## src/rtl/chan_scan_seq.sv

```systemverilog
// -----------------------------------------------------------------------------
// chan_scan_seq
//
// Round-robin channel scan sequencer feeding a 2-to-4 one-hot decoder. It steps
// through four channels, holding each for dwell+1 cycles. All outputs are
// registered, so sel_out and sel_en always change on the same edge and the
// decoder never sees a valid enable with a stale index.
//
// Optional feature (compile-time macro CHAN_SCAN_SKIP_IDLE_EN):
//   defined   - channels whose req bit is clear are skipped. An empty req
//               refuses a start and ends the scan at the next advance.
//   undefined - req is ignored and the scan runs strictly 0->1->2->3->0.
//
// Ports:
//   clk      rising-edge clock
//   rst_n    asynchronous active-low reset
//   start    begins a scan (sampled only while idle)
//   stop     ends the scan (sampled in any state, beats start)
//   req      per-channel pending bits (only used with the skip feature)
//   dwell    hold time per channel minus one, sampled at each channel load
//   sel_out  current channel index (decoder data_in)
//   sel_en   select valid (decoder en)
//   busy     high while scanning
//   wrap     one-cycle pulse when the new index is <= the previous index
// -----------------------------------------------------------------------------
module chan_scan_seq #(
  parameter int DWELL_W = 8
) (
  input  logic               clk,
  input  logic               rst_n,
  input  logic               start,
  input  logic               stop,
  input  logic [3:0]         req,
  input  logic [DWELL_W-1:0] dwell,
  output logic [1:0]         sel_out,
  output logic               sel_en,
  output logic               busy,
  output logic               wrap
);

  typedef enum logic {
    IDLE  = 1'b0,
    DWELL = 1'b1
  } state_t;

  state_t             state;
  logic [DWELL_W-1:0] counter;

  // Channel selection: the channel to load on a start, and the channel to
  // move to on an advance, each with a flag saying whether one exists.
  logic [1:0] first_ch;
  logic       first_ok;
  logic [1:0] next_ch;
  logic       next_ok;

`ifdef CHAN_SCAN_SKIP_IDLE_EN
  always_comb begin
    // NOTE: every always_comb output gets a default before any conditional
    // assignment; otherwise the unassigned paths infer latches.
    first_ch = 2'd0;
    first_ok = |req;
    next_ch  = sel_out;
    next_ok  = |req;
    // Scan downwards so the lowest set bit is the last (winning) assignment.
    for (int i = 3; i >= 0; i--) begin
      if (req[i]) first_ch = 2'(i);
    end
    // Search order is sel_out+1, +2, +3, then sel_out itself: the default
    // above covers the self case, and +1 is assigned last so it wins.
    for (int i = 3; i >= 1; i--) begin
      if (req[2'(sel_out + 2'(i))]) next_ch = 2'(sel_out + 2'(i));
    end
  end
`else
  // req has no function in this build; fold it into an unused net.
  logic unused_req;
  assign unused_req = ^req;

  always_comb begin
    first_ch = 2'd0;
    first_ok = 1'b1;
    next_ch  = 2'(sel_out + 2'd1);
    next_ok  = 1'b1;
  end
`endif

  // NOTE: all sequential state uses non-blocking assignments so every register
  // samples the pre-edge values, independent of statement order.
  always_ff @(posedge clk or negedge rst_n) begin
    if (!rst_n) begin
      state   <= IDLE;
      sel_out <= 2'd0;
      sel_en  <= 1'b0;
      busy    <= 1'b0;
      wrap    <= 1'b0;
      counter <= '0;
    end else begin
      wrap <= 1'b0;
      unique case (state)
        IDLE: begin
          // sel_out keeps its last value while idle.
          if (!stop && start && first_ok) begin
            state   <= DWELL;
            sel_out <= first_ch;
            counter <= dwell;
            sel_en  <= 1'b1;
            busy    <= 1'b1;
          end
        end

        DWELL: begin
          if (stop) begin
            state  <= IDLE;
            sel_en <= 1'b0;
            busy   <= 1'b0;
          end else if (counter != '0) begin
            counter <= counter - DWELL_W'(1);
          end else if (next_ok) begin
            sel_out <= next_ch;
            counter <= dwell;
            // Reselecting the same channel counts as a wrap.
            wrap    <= (next_ch <= sel_out);
          end else begin
            state  <= IDLE;
            sel_en <= 1'b0;
            busy   <= 1'b0;
          end
        end

        default: state <= IDLE;
      endcase
    end
  end

endmodule

```

## config.mk

```make
export PLATFORM = sky130hd
export DESIGN_NAME = chan_scan_seq
export DESIGN_NICKNAME = d
export VERILOG_FILES = /design/src/rtl/chan_scan_seq.sv
export SDC_FILE = /design/constraint.sdc
export NUM_CORES = 1
export LEC_CHECK = 0
export ABC_AREA = 1
export BUFFER_PORTS_ARGS = -buffer_cell sky130_fd_sc_hd__buf_4
export CORE_MARGIN = 2
export CORE_UTILIZATION = 45
export DETAILED_ROUTE_END_ITERATION = 8
export MAX_ROUTING_LAYER = met4
export PLACE_DENSITY = 0.69
export SYNTH_ARGS = -nofsm -noshare
export SYNTH_HDL_FRONTEND = slang
export SYNTH_SLANG_ARGS = --single-unit
```

## constraint.sdc

```tcl
create_clock -name clk -period 1.6 [get_ports clk]
set_clock_uncertainty 0.05 [all_clocks]
set_input_delay 0.32 -clock clk [delete_from_list [all_inputs] [get_ports clk]]
set_output_delay 0.32 -clock clk [all_outputs]
set_load 0.03 [all_outputs]
```

==> results.yml <==
logic_synthesis:
  synth.yosys.seq_area_share: 0.387
  synth_edf_count: 0
  synth_cell_types: 19
  syn_area_per_cell_um2: 7.43
  yosys_most_used_dff: "dfrtp_1"
  yosysWarnings: 0
  ys_ff_latch: 13
  synth.area.top_cells: "dfrtp_1, nand2_1, nand3_1"
  synthCells: 113
  synth_top_area_cell: "dfrtp_1"
  synth_top_area_frac: 0.387
  synthesis.nets: 132
  synthArstFlopShare: 1.00
  syn-cell-area_um2: 840
  synthTopCellsByCount: "nand2_1, inv_1, nand3_1, dfrtp_1, nor2_1"
  synth_most_common_cell: "nand2_1"
final_layout:
  num_antenna_cells: 0
  utilization: 0.593
  drive_gt1_frac: 0.222
  syn2layout_area_growth_pct: 23.2
  fin_nets: 155
route:
  met2_wirelength_um: 770
  vias: 755
  routedWlPerCell_um: 10.3
  dr_wl_met3_um: 64
  route.final.wire_length_mm: 1.65
  highest_layer: "met4"
  drt_pre_antenna_iters: 4
  postRouteAntennaNets: 0
  wl_met1_um: 787
  vias_per_cell: 4.72
  drtIter0Drc: 16
  remaining_drc_errors: 0
power_and_ir_drop:
  swShare: 0.382
  p_seq_frac: 0.447
  pwr-share-comb: 0.332
  p_sw_uw: 372
  power_density_mw_per_mm2: 941
  pwr-share-clk: 0.221
  power.total_uw: 974
  ir_drop_mv: 0.610
  p_leak_uw: 0.000565
  p_int_uw: 602
outcome:
  status: "completed"
grt:
  overflow: 0
  grt_pass1_vias: 664
  grt_max_degree: 14
  antenna_found_initial: 0
  grt_pass1_wl_mm: 2.65
  grt_usage: 0.175
clock_tree:
  clkTransAtPathRegs_ns: 0.09
  insertion_delay_ns: 0.29
  clock_sinks: 13
  numCtsBuffers: 3
  cts_setup_buffers: 0
  cts_tree: "yes"
  ctsRootBufferMaster: "clkbuf_4"
  htree_levels: 1
  cts_buffer_depth: 2
floorplanning:
  ios: 21
  rows: 15
  core-area_mm2: 0.00175
  die_height_um: 47.2
  initial_core_util: 0.481
  die_width_um: 47.2
  dieArea_mm2: 0.00223
job:
  maxCapViolCount: 0
placement:
  dp.final_hpwl_mm: 1.24
  place_congestion: 0.776
  io_buffers: 16
sta:
  fin_crit_ns: 1.47
  setup_violations: 0
  slew_headroom: 0.808
  hold_violations: 0
  tns_ns: 0
  worst_pin_slew_ns: 0.287
  period_share: 0.918
  slew_viol_final: 0
  fmax_ghz: 0.681
  rsz0062_at_grt: "no"
setup_path:
  critPathArrivalTime_ns: 1.59
  worstSetupEndpointType: "register"
  worst-setup-path-type: "register to register"
  worstPathRequired_ns: 1.72
  crit_path_max_fanout: 8
  startpoint_type: "register"
worst_hold_path:
  hp-class: "input pin to register"
through the flow:
stage | std cells | hold slack [ns] | area (um2) | worst slack [ns]
finish | 160 | 0.277 | 1030 | 0.132
detailed placement | 155 | 0.127 | 998 | 0.136
CTS | 160 | 0.280 | 1030 | 0.111
floorplan | 113 | -0.0256 | 840 | 0.220
global placement | 155 | 0.126 | 998 | 0.146
global route | 160 | 0.276 | 1030 | 0.0180
flip-flops by register name, indices dropped and copies added, names as in the netlist:
name and cells:
state 1, busy 1, wrap 1, counter 8, sel_out 2
power groups by stage:
stage | combinational (uW) | sequential [uW] | clock [uW]
after floorplan | 230 | 439 | 0
after global placement | 315 | 439 | 0
after detailed placement | 324 | 442 | 0
after CTS | 327 | 435 | 214
after global routing | 362 | 443 | 240
final | 323 | 435 | 215
worst max-delay path: stages (launching register included):
cell,delay (ns)
dfrtp_1,0.38
inv_1,0.06
ha_1,0.19
nand2_1,0.17
nor2_4,0.08
nor2_4,0.18
nand3_1,0.11
nand3_1,0.08
nand2_1,0.05
cells in the final DEF, fill, tap and decap left out:
cell type,synthesis,routed
o21ai_4,2,2
nand3_1,15,15
clkbuf_1,0,1
nand4_1,2,2
nor2_1,6,6
a21oi_1,4,4
nor2_4,4,4
xor2_1,1,1
nand2_1,38,38
ha_1,3,3
o21ai_1,1,1
nand2_2,1,1
dfrtp_1,13,13
inv_1,16,16
inv_2,1,1
and3_1,1,1
nand2_4,1,1
o21ai_0,2,2
nand3b_1,1,1
clkbuf_4,0,3
dlygate4sd3_1,0,1
buf_4,1,18
per-layer routing:
layer / up-vias / global-route usage
li1: 400 / -
met1: 333 / 0.209
met2: 18 / 0.274
met3: 4 / 0.0385
met4: 0 / 0.0889
met5: - / -
repair_timing:
action                                  in CTS  in global routing
hold endpoints to repair                    13                  0
endpoints found under the setup margin       0                  2
hold buffers                                 1                  0
resized for setup                            0                  0
cell type report:
type | instances | area, um2
Sequential cell | 13 | 325
Clock buffer | 4 | 26.3
Multi-Input combinational cell | 82 | 443
Fill cell | 185 | 711
Timing Repair Buffer | 19 | 145
Inverter | 17 | 63.8
Tap cell | 25 | 31.3
final timing paths:
kind / startpoint / endpoint / slack [ns] / depth (start not counted)
setup / recovery: counter[0]$_DFFE_PN0P_ / counter[4]$_DFFE_PN0P_ / 0.13 / 8
hold / removal: dwell[1] / counter[1]$_DFFE_PN0P_ / 0.28 / 5
setup reg to reg: counter[0]$_DFFE_PN0P_ / counter[4]$_DFFE_PN0P_ / 0.13 / 8
hold reg to reg: sel_out[0]$_DFFE_PN0P_ / sel_out[0]$_DFFE_PN0P_ / 0.46 / 1
max in group asynchronous: rst_n / sel_out[1]$_DFFE_PN0P_ / 0.97 / 2
min in group asynchronous: rst_n / counter[7]$_DFFE_PN0P_ / 0.35 / 2
cells by family (layout without fill, tap and decap cells):
family / after synthesis / after routing / synth area share
compound gates: 9 / 9 / 0.0805
flops: 13 / 13 / 0.387
simple gates: 69 / 69 / 0.392
buf+inv: 18 / 40 / 0.0849
xor+xnor: 1 / 1 / 0.0104
fa+ha+maj: 3 / 3 / 0.0447
(Power assumes the default switching activity.)
